File: src/rtl/rx_frame_assembler_pkg.sv
// -----------------------------------------------------------------------------
// rx_frame_pkg
// Shared definitions for the receive frame assembler:
//   - FSM state encodings (S_OPCODE, S_OPERAND, S_CHECK)
//   - error codes reported on error_code (ERR_NONE/ERR_CSUM/ERR_TIMEOUT/ERR_OVERRUN)
//   - operand_width(): bits per operand for a given byte count
//   - count_width():   register width for a counter of max_count states,
//                      never less than one bit
// -----------------------------------------------------------------------------
package rx_frame_pkg;

    localparam logic [1:0] S_OPCODE  = 2'd0;
    localparam logic [1:0] S_OPERAND = 2'd1;
    localparam logic [1:0] S_CHECK   = 2'd2;

    localparam logic [1:0] ERR_NONE    = 2'd0;
    localparam logic [1:0] ERR_CSUM    = 2'd1;
    localparam logic [1:0] ERR_TIMEOUT = 2'd2;
    localparam logic [1:0] ERR_OVERRUN = 2'd3;

    function automatic int operand_width(input int operand_bytes);
        return 8 * operand_bytes;
    endfunction

    function automatic int count_width(input int max_count);
        return (max_count > 1) ? $clog2(max_count) : 1;
    endfunction

endpackage

File: src/rtl/rx_frame_assembler_if.sv
// -----------------------------------------------------------------------------
// rx_frame_assembler_if
// Bundles the byte input stream and the frame output handshake.
//   rx_data_ready / rx_data      : byte strobe and byte from the UART receiver
//   frame_valid / frame_ready    : output frame handshake
//   frame_opcode / frame_operands: held frame contents
//   frame_error / error_code     : discard pulse and last error code
//   busy                         : a frame is partially received
// Modports:
//   master : the assembler (consumes bytes, produces frames)
//   slave  : the environment (byte source and frame consumer)
// -----------------------------------------------------------------------------
interface rx_frame_assembler_if #(
    parameter int OPERANDS      = 2,
    parameter int OPERAND_BYTES = 1
);
    localparam int OW = rx_frame_pkg::operand_width(OPERAND_BYTES);

    logic                     rx_data_ready;
    logic [7:0]               rx_data;
    logic                     frame_valid;
    logic                     frame_ready;
    logic [7:0]               frame_opcode;
    logic [OPERANDS*OW-1:0]   frame_operands;
    logic                     frame_error;
    logic [1:0]               error_code;
    logic                     busy;

    modport master (
        input  rx_data_ready,
        input  rx_data,
        input  frame_ready,
        output frame_valid,
        output frame_opcode,
        output frame_operands,
        output frame_error,
        output error_code,
        output busy
    );

    modport slave (
        output rx_data_ready,
        output rx_data,
        output frame_ready,
        input  frame_valid,
        input  frame_opcode,
        input  frame_operands,
        input  frame_error,
        input  error_code,
        input  busy
    );

endinterface

File: src/rtl/rx_idle_timer.sv
// -----------------------------------------------------------------------------
// rx_idle_timer
// Counts idle clocks between bytes of a frame.
//   clock   : system clock
//   reset   : synchronous, active-low reset
//   clear   : zero the count this cycle (byte seen or timeout taken)
//   enable  : count only while asserted (frame in progress); otherwise held at 0
//   expire  : count has reached TIMEOUT_CYCLES-1 while enabled
// The count saturates at TIMEOUT_CYCLES-1 so it can never wrap back to a
// value that would hide an expiry. TIMEOUT_CYCLES=0 removes the timer and
// ties expire low.
// -----------------------------------------------------------------------------
module rx_idle_timer #(
    parameter int TIMEOUT_CYCLES = 50000
) (
    input  logic clock,
    input  logic reset,
    input  logic clear,
    input  logic enable,
    output logic expire
);

    generate
        if (TIMEOUT_CYCLES == 0) begin : g_off
            logic unused_inputs;
            assign unused_inputs = ^{clock, reset, clear, enable};
            assign expire        = 1'b0;
        end else begin : g_on
            localparam int TW = rx_frame_pkg::count_width(TIMEOUT_CYCLES);
            localparam logic [TW-1:0] LAST = TW'(TIMEOUT_CYCLES - 1);

            logic [TW-1:0] count_reg;

            always_ff @(posedge clock) begin
                if (!reset) begin
                    count_reg <= '0;
                end else if (clear || !enable) begin
                    count_reg <= '0;
                end else if (count_reg != LAST) begin
                    count_reg <= count_reg + 1'b1;
                end
            end

            assign expire = enable && (count_reg == LAST);
        end
    endgenerate

endmodule

File: src/rtl/rx_frame_assembler.sv
// -----------------------------------------------------------------------------
// rx_frame_assembler
// Assembles opcode + OPERANDS operands (OPERAND_BYTES each, little-endian,
// operand 0 first) + optional XOR checksum byte from a byte strobe stream,
// and presents the finished frame on a valid/ready handshake.
//   clock  : system clock
//   reset  : synchronous, active-low reset
//   bus    : rx_frame_assembler_if.master (byte input, frame output, errors)
// Frames are collected in shadow registers and copied to the output registers
// on completion, so reception continues while a frame is held. A frame that
// completes while the held one has not been accepted is dropped (overrun).
// Checksum mismatch, idle timeout and overrun give a one-cycle frame_error
// pulse with error_code updated in the same cycle; held outputs are untouched.
// -----------------------------------------------------------------------------
module rx_frame_assembler
    import rx_frame_pkg::*;
#(
    parameter int OPERANDS       = 2,
    parameter int OPERAND_BYTES  = 1,
    parameter int CHECKSUM_EN    = 1,
    parameter int TIMEOUT_CYCLES = 50000
) (
    input  logic             clock,
    input  logic             reset,
    rx_frame_assembler_if.master bus
);

    localparam int OW     = operand_width(OPERAND_BYTES);
    localparam int FW     = OPERANDS * OW;
    localparam int NBYTES = OPERANDS * OPERAND_BYTES;
    localparam int BYTE_W = count_width(OPERAND_BYTES);
    localparam int OPND_W = count_width(OPERANDS);

    localparam logic [BYTE_W-1:0] BYTE_LAST = BYTE_W'(OPERAND_BYTES - 1);
    localparam logic [OPND_W-1:0] OPND_LAST = OPND_W'(OPERANDS - 1);

    logic              strobe;
    logic [7:0]        data;

    logic [1:0]        state_reg, state_next;
    logic [BYTE_W-1:0] byte_idx_reg, byte_idx_next;
    logic [OPND_W-1:0] opnd_idx_reg, opnd_idx_next;
    logic [7:0]        csum_reg, csum_next;

    logic [7:0]        shadow_opcode_reg;
    logic [FW-1:0]     shadow_operands_reg;
    logic [FW-1:0]     shadow_operands_next;

    logic              valid_reg;
    logic [7:0]        out_opcode_reg;
    logic [FW-1:0]     out_operands_reg;
    logic              frame_error_reg;
    logic [1:0]        error_code_reg;

    logic              busy;
    logic              timer_expire;
    logic              timeout_hit;
    logic              last_byte;
    logic              complete;
    logic              csum_bad;
    logic              overrun;
    logic              load_output;
    logic              err_any;
    logic [1:0]        err_code;

    assign strobe = bus.rx_data_ready;
    assign data   = bus.rx_data;
    assign busy   = (state_reg != S_OPCODE);

    // A byte arriving in the expiry cycle takes priority over the timeout.
    assign timeout_hit = timer_expire && !strobe;

    rx_idle_timer #(
        .TIMEOUT_CYCLES(TIMEOUT_CYCLES)
    ) u_idle_timer (
        .clock (clock),
        .reset (reset),
        .clear (strobe || timeout_hit),
        .enable(busy),
        .expire(timer_expire)
    );

    assign last_byte = (byte_idx_reg == BYTE_LAST) && (opnd_idx_reg == OPND_LAST);

    // Per-byte-lane write enables into the operand shadow. The next-value
    // view lets a no-checksum frame complete on its final operand byte.
    generate
        for (genvar gi = 0; gi < NBYTES; gi++) begin : g_lane
            localparam int LANE_OPND = gi / OPERAND_BYTES;
            localparam int LANE_BYTE = gi % OPERAND_BYTES;
            logic lane_we;
            assign lane_we = strobe && (state_reg == S_OPERAND)
                          && (opnd_idx_reg == OPND_W'(LANE_OPND))
                          && (byte_idx_reg == BYTE_W'(LANE_BYTE));
            assign shadow_operands_next[gi*8 +: 8] =
                lane_we ? data : shadow_operands_reg[gi*8 +: 8];
        end
    endgenerate

    always_comb begin
        state_next    = state_reg;
        byte_idx_next = byte_idx_reg;
        opnd_idx_next = opnd_idx_reg;
        csum_next     = csum_reg;
        complete      = 1'b0;
        csum_bad      = 1'b0;
        if (timeout_hit) begin
            state_next    = S_OPCODE;
            byte_idx_next = '0;
            opnd_idx_next = '0;
        end else if (strobe) begin
            case (state_reg)
                S_OPCODE: begin
                    csum_next     = data;
                    state_next    = S_OPERAND;
                    byte_idx_next = '0;
                    opnd_idx_next = '0;
                end
                S_OPERAND: begin
                    csum_next = csum_reg ^ data;
                    if (last_byte) begin
                        byte_idx_next = '0;
                        opnd_idx_next = '0;
                        if (CHECKSUM_EN != 0) begin
                            state_next = S_CHECK;
                        end else begin
                            state_next = S_OPCODE;
                            complete   = 1'b1;
                        end
                    end else if (byte_idx_reg == BYTE_LAST) begin
                        byte_idx_next = '0;
                        opnd_idx_next = opnd_idx_reg + 1'b1;
                    end else begin
                        byte_idx_next = byte_idx_reg + 1'b1;
                    end
                end
                S_CHECK: begin
                    state_next = S_OPCODE;
                    if (data == csum_reg) begin
                        complete = 1'b1;
                    end else begin
                        csum_bad = 1'b1;
                    end
                end
                default: begin
                    state_next = S_OPCODE;
                end
            endcase
        end
    end

    // Output register may take a new frame when empty or being accepted now.
    assign load_output = complete && (!valid_reg || bus.frame_ready);
    assign overrun     = complete && valid_reg && !bus.frame_ready;
    assign err_any     = csum_bad || timeout_hit || overrun;

    always_comb begin
        err_code = ERR_NONE;
        if (csum_bad) begin
            err_code = ERR_CSUM;
        end else if (timeout_hit) begin
            err_code = ERR_TIMEOUT;
        end else if (overrun) begin
            err_code = ERR_OVERRUN;
        end
    end

    always_ff @(posedge clock) begin
        if (!reset) begin
            state_reg           <= S_OPCODE;
            byte_idx_reg        <= '0;
            opnd_idx_reg        <= '0;
            csum_reg            <= '0;
            shadow_opcode_reg   <= '0;
            shadow_operands_reg <= '0;
            valid_reg           <= 1'b0;
            out_opcode_reg      <= '0;
            out_operands_reg    <= '0;
            frame_error_reg     <= 1'b0;
            error_code_reg      <= ERR_NONE;
        end else begin
            state_reg           <= state_next;
            byte_idx_reg        <= byte_idx_next;
            opnd_idx_reg        <= opnd_idx_next;
            csum_reg            <= csum_next;
            shadow_operands_reg <= shadow_operands_next;
            if (strobe && (state_reg == S_OPCODE)) begin
                shadow_opcode_reg <= data;
            end

            if (load_output) begin
                valid_reg        <= 1'b1;
                out_opcode_reg   <= shadow_opcode_reg;
                out_operands_reg <= shadow_operands_next;
            end else if (valid_reg && bus.frame_ready) begin
                valid_reg <= 1'b0;
            end

            frame_error_reg <= err_any;
            if (err_any) begin
                error_code_reg <= err_code;
            end
        end
    end

    assign bus.frame_valid    = valid_reg;
    assign bus.frame_opcode   = out_opcode_reg;
    assign bus.frame_operands = out_operands_reg;
    assign bus.frame_error    = frame_error_reg;
    assign bus.error_code     = error_code_reg;
    assign bus.busy           = busy;

endmodule

File: src/flat_wrapper.sv
// flat-port wrapper written by rule: the top's interface ports become plain ports
module rx_frame_assembler_flat import rx_frame_pkg::*;
#(
    parameter int OPERANDS       = 2,
    parameter int OPERAND_BYTES  = 1,
    parameter int CHECKSUM_EN    = 1,
    parameter int TIMEOUT_CYCLES = 50000
)
  (clock, reset, bus_rx_data_ready, bus_rx_data, bus_frame_ready, bus_frame_valid, bus_frame_opcode, bus_frame_operands, bus_frame_error, bus_error_code, bus_busy);
  rx_frame_assembler_if #(.OPERANDS(OPERANDS), .OPERAND_BYTES(OPERAND_BYTES)) bus_i ();
  input  logic clock;
  input  logic reset;
  input wire logic [$bits(bus_i.rx_data_ready)-1:0] bus_rx_data_ready;
  input wire logic [$bits(bus_i.rx_data)-1:0] bus_rx_data;
  input wire logic [$bits(bus_i.frame_ready)-1:0] bus_frame_ready;
  output wire logic [$bits(bus_i.frame_valid)-1:0] bus_frame_valid;
  output wire logic [$bits(bus_i.frame_opcode)-1:0] bus_frame_opcode;
  output wire logic [$bits(bus_i.frame_operands)-1:0] bus_frame_operands;
  output wire logic [$bits(bus_i.frame_error)-1:0] bus_frame_error;
  output wire logic [$bits(bus_i.error_code)-1:0] bus_error_code;
  output wire logic [$bits(bus_i.busy)-1:0] bus_busy;
  assign bus_i.rx_data_ready = bus_rx_data_ready;
  assign bus_i.rx_data = bus_rx_data;
  assign bus_i.frame_ready = bus_frame_ready;
  assign bus_frame_valid = bus_i.frame_valid;
  assign bus_frame_opcode = bus_i.frame_opcode;
  assign bus_frame_operands = bus_i.frame_operands;
  assign bus_frame_error = bus_i.frame_error;
  assign bus_error_code = bus_i.error_code;
  assign bus_busy = bus_i.busy;
  rx_frame_assembler #(.OPERANDS(OPERANDS), .OPERAND_BYTES(OPERAND_BYTES), .CHECKSUM_EN(CHECKSUM_EN), .TIMEOUT_CYCLES(TIMEOUT_CYCLES)) u_core (.clock(clock), .reset(reset), .bus(bus_i));
endmodule
File: config.mk
export PLATFORM = sky130hd
export DESIGN_NAME = rx_frame_assembler_flat
export DESIGN_NICKNAME = d
export VERILOG_FILES = /design/src/rtl/rx_frame_assembler_pkg.sv /design/src/rtl/rx_frame_assembler_if.sv /design/src/rtl/rx_idle_timer.sv /design/src/rtl/rx_frame_assembler.sv /design/src/flat_wrapper.sv
export SDC_FILE = /design/constraint.sdc
export NUM_CORES = 1
export LEC_CHECK = 0
export CAP_MARGIN = 20
export CORE_MARGIN = 4
export CORE_UTILIZATION = 40
export DETAILED_ROUTE_END_ITERATION = 8
export HOLD_SLACK_MARGIN = 0.12
export PLACE_DENSITY = 0.63
export SYNTH_ARGS = -nofsm -noshare
export SYNTH_HDL_FRONTEND = slang
export SYNTH_HIERARCHICAL = 1
export SYNTH_SLANG_ARGS = --single-unit
File: constraint.sdc
create_clock -name clock -period 2.37 [get_ports clock]
set_input_delay 0.3555 -clock clock [delete_from_list [all_inputs] [get_ports clock]]
set_output_delay 0.3555 -clock clock [all_outputs]
set_load 0.01 [all_outputs]
Yosys cells after proc, flatten, opt, wreduce, memory -nomap -nowiden --
Cells that the tools add are included.
Cells by class: eq/ne operators 7, add/subtract/negate cells 3, reductions and logical operators 32, mux-type cells 24, bitwise operators 5
Operators with widths (number):
- adder 16 x 1 -> 16 bit, second input constant | 1
- == test 16 bit, second input constant | 1
- 2-to-1 mux 8 bit | 2
- != test 16 bit, second input constant | 1
- case mux 8 bit (2 select lines) | 1
- 2-to-1 mux 1 bit | 14
- logical AND 1 bit | 13
- == test 8 bit | 1
- 2-to-1 mux 2 bit | 4
- bitwise XOR 8 bit | 1
- AND reduction 3 bit | 2
- nonzero test 2 bit | 3
- logical OR 1 bit | 5
- logical NOT 1 bit | 4
- inverter 1 bit | 4
- case mux 1 bit (2 select lines) | 2
- case mux 2 bit (2 select lines) | 1
- AND reduction 2 bit | 2
- OR reduction 2 bit | 2
- != test 3 bit, second input constant | 1
- adder 1 bit, second input constant | 2
- == test 2 x 1 -> 1 bit, second input constant | 1
- == test 2 bit, second input constant | 1
- logical NOT 2 bit | 1
- != test 2 x 1 -> 1 bit, second input constant | 1
Storage, ports and cells: register bits 80, input port bits 12, word-level logic and storage cells 83

Depth between registers and ports, before layout --
word-level depth 10, gate-level depth with buffers 9, mapped depth without buffers 8

By module --
The synthesis kept the hierarchy.
By module, submodules not included:
- rx_frame_assembler | cells an instance 273, area an instance 2753.9 um^2, times used 1
- rx_idle_timer | cells an instance 89, area an instance 788.3 um^2, times used 1

Worst setup path after synthesis --
No wires, ideal clock.
path kind register to register, from register u_core.u_idle_timer.g_on.count_reg[11], to register u_core.u_idle_timer.g_on.count_reg[0], library setup time 0.128 ns, period minus slack after synthesis 2.082 ns, stages on the path, launching flop included 8, setup slack 0.288 ns, arrival time 1.954 ns, path through dfxtp_1 -> or4b_1 -> nor4_1 -> nor2_1 -> inv_1 -> nand3b_1 -> clkbuf_1 -> nor2_1
Between the ends: longest elaborated chain between the ends 6, elaborated cells on any way between the ends 7, classes of those cells 2 x eq/ne; 5 x reduce/logical
Ends and longest elaborated chain:
- from (decl) | RTL line rx_idle_timer.sv:32 | logic [TW-1:0] count_reg;
- from (signal assigned) | RTL line rx_idle_timer.sv:40 | count_reg <= count_reg + 1'b1;
- == test 16 bit | RTL line rx_idle_timer.sv:44 | assign expire = enable && (count_reg == LAST);
- logical AND 1 bit | RTL line rx_idle_timer.sv:44
- via u_core.timer_expire | RTL line rx_frame_assembler.sv:56 | logic timer_expire;
- logical AND 1 bit | RTL line rx_frame_assembler.sv:71 | assign timeout_hit = timer_expire && !strobe;
- logical OR 1 bit | RTL line rx_frame_assembler.sv:78 | .clear (strobe || timeout_hit),
- logical OR 1 bit | RTL line rx_idle_timer.sv:37 | end else if (clear || !enable) begin
- OR reduction 2 bit (no line)
The timed path passes the listed nets, and every way through them passes these cells. A chain may end at the register's enable or synchronous reset.

Worst setup path after layout --
from register u_core.u_idle_timer.g_on.count_reg[11], to register u_core.u_idle_timer.g_on.count_reg[7]
Same word-level chain as after synthesis.

==> metrics.txt <==
Worst-path clk slew=approximately 80 ps; Synth async-reset ratio=0%; cells after synthesis=approximately 360; Worst setup EP type=flip-flop; Fmax=around 490 MHz; setup TNS=0 ps; Max Cap Viol=0; crit-path leading delay family=simple AND/OR/NAND/NOR gates; share of cells above drive strength 1=around 16%; CTS H-tree depth=3; clock buffer depth=2; routed vias=around 2600; GRT Util Overall=15.5%; CP Launch Type=flip-flop; Synth Flop Type=dfxtp_1; vias in the first global route=2568; IO Count=a little over 40; Initial Utilization=between 40% and 50%; IR drop worst, VDD=309 uV; type of the worst setup path=reg -> reg; most frequent cells in the layout=dfxtp_1, clkdlybuf4s50_1, nand2_1, mux2i_1, nor2b_1; worst endpoint data arrival time=roughly 2300 ps; Detailed Route Iter0 Violations=between 90 and 100; sequential fraction of the synthesis area=between 40% and 50%; Buffers on Ports=40; cell accounting for the most synthesized area=dfxtp_1; Yosys cell types=between 40 and 50; register area=1580 um2; CTS sink count=~80; Die ar.=10400 um2; Worst slew margin=around three fifths; clk root buf=clkbuf_8; Setup Fix Bufs, Post-CTS=0; share of Yosys cell area claimed by the top area cell type=between 40 and 50%; Layout Area Growth over Synthesis=23.3%; Post-route DRC=0; LEAKAGE=roughly 1.6 nW; Setup Skew=around 10 ps; CP bufs+invs=2; RSZ-0062 raised after global routing=false; CP max-delay cell=or4b_1; area of the multi-input gates=between 1500 and 2000 um2; Tightest Pin Transition=616 ps; CTS tree=done; # diodes=0; Post-DRT Antenna Nets=0; Yosys reg bits=79; synthesized area per cell=between 9 and 10 um2; DP Wirelength=5.26 mm; Crit Path Max Fanout=8; run status=finished clean; Syn Nets=between 300 and 400; post-DR wirelength/cell=14.2 um; number of buffers created by CTS=9; Nets=between 400 and 500; Routed WL=7.54 mm; Worst-Skew Late Latency=~350 ps; Worst R2R Setup Slack=about 330 ps; peak per-stage delay on the critical path=around 580 ps; largest net degree at the start of global routing=44; fin crit share=about 86%; PwrDens=between 500 and 600 nW/um2; Finished Core Util=about half; commonest non-fill, non-tap cell in the layout=dfxtp_1; Final GP Congestion=around 0.8; Via-to-Cell Ratio=~4.9; Cell Rows=34; critical path required time=between 2000 and 3000 ps; critical path, cell by cell=or4b_1 > nor4_2 > nor2_1 > inv_1 > nand3b_1 > buf_4 > a21oi_1; DR pass1 iterations=4; Fillers=roughly 840; grt total ovfl=0; largest cells by area after synthesis=dfxtp_1, mux2i_1, nor2b_1; initial antenna violation count=0; core area=8680 um2; HP Class=reg -> reg; number of synthesized flops with an enable pin=0; Synth Warn #=6; final setup vio count=0; die width=102 um; Die H=between 100 and 150 um; final hold viol count=0; Min Clock Period, post-route=about 2000 ps; max-slew violations=0; Mapped Area=around 3500 um2; first-pass GRT wire length=roughly 13 mm
-- cells by family after synthesis --
logic type | synth area share (%)
flip-flops | 44.6
multiplexers | 15.5
adder cells (fa/ha/maj) | 0.353
AND/OR/NAND/NOR | 21.9
XOR/XNOR | 4.95
AO/OA/AOI/OAI | 9.43
buffers and inverters | 3.21
-- through the flow --
stage,hold WS [ps],area (um2),std cells,setup slack (ps),power (mW)
finish,457,4370,530,328,2.53
global route,477,4370,530,143,2.66
CTS,463,4360,530,204,2.57
detailed placement,449,4170,514,132,1.60
global placement,442,4170,514,185,1.59
floorplan,435,3540,362,288,1.51
-- metal layers --
layer	global-route usage (%)	vias up	share of wire [%]
met5	0	-	0
met4	5.75	0	1.8
met3	4.10	11	2.9
met2	24.5	39	47
met1	20.3	1225	48
li1	-	1348	-
-- Yosys cell counts (4+ instances only) --
library cell and count:
dfxtp_1 79, xnor2_1 10, nor4_1 5, mux2_2 6
nor3_1 5, o21ai_0 20, xor2_1 10, a21boi_0 19
nand3_1 7, nand4_1 4, inv_1 6, mux2i_1 33
nand2_1 35, and2_1 16, mux2_4 10, nor2_1 18
clkbuf_1 15, nor2b_1 25, nand2b_1 4
-- path summary, 6_finish.rpt --
kind,start,end,cells past startpoint
max reg2reg,u_core/u_idle_timer/g_on.count_reg[11],u_core/u_idle_timer/g_on.count_reg[7],7
max,u_core/u_idle_timer/g_on.count_reg[11],u_core/u_idle_timer/g_on.count_reg[7],7
min,u_core/bus.frame_opcode[7],u_core/bus.frame_opcode[7],2
min reg2reg,u_core/bus.frame_opcode[7],u_core/bus.frame_opcode[7],2
-- where the power goes --
| group | switching [mW] | leakage (nW) | internal, mW |
|---|---|---|---|
| registers | 0.0180 | 0.640 | 1.35 |
| logic | 0.103 | 0.896 | 0.0912 |
| clock network | 0.479 | 0.0895 | 0.487 |
-- what timing repair did --
action / CTS / global route
setup endpoints to repair: 0 / 7
gates resized for setup: 0 / 1
hold buffers: 0 / 0
-- cell type report --
cell class                 instances  area share, %
timing repair buffer              63           13.3
clock inverter                     5           1.35
tap                              108           3.09
inverter                           6          0.515
multi-input combinational        258           42.6
sequential                        79           36.2
clock buffer                      11           3.01
-- worst register-to-register path: cells and delay by family (launching register included) --
kind | cells | cell delay (ps)
compound gates | 1 | 60
buf+inv | 2 | 280
simple gates | 4 | 1230
flops | 1 | 360
Note: power is estimated with default switching activity, not from simulation.
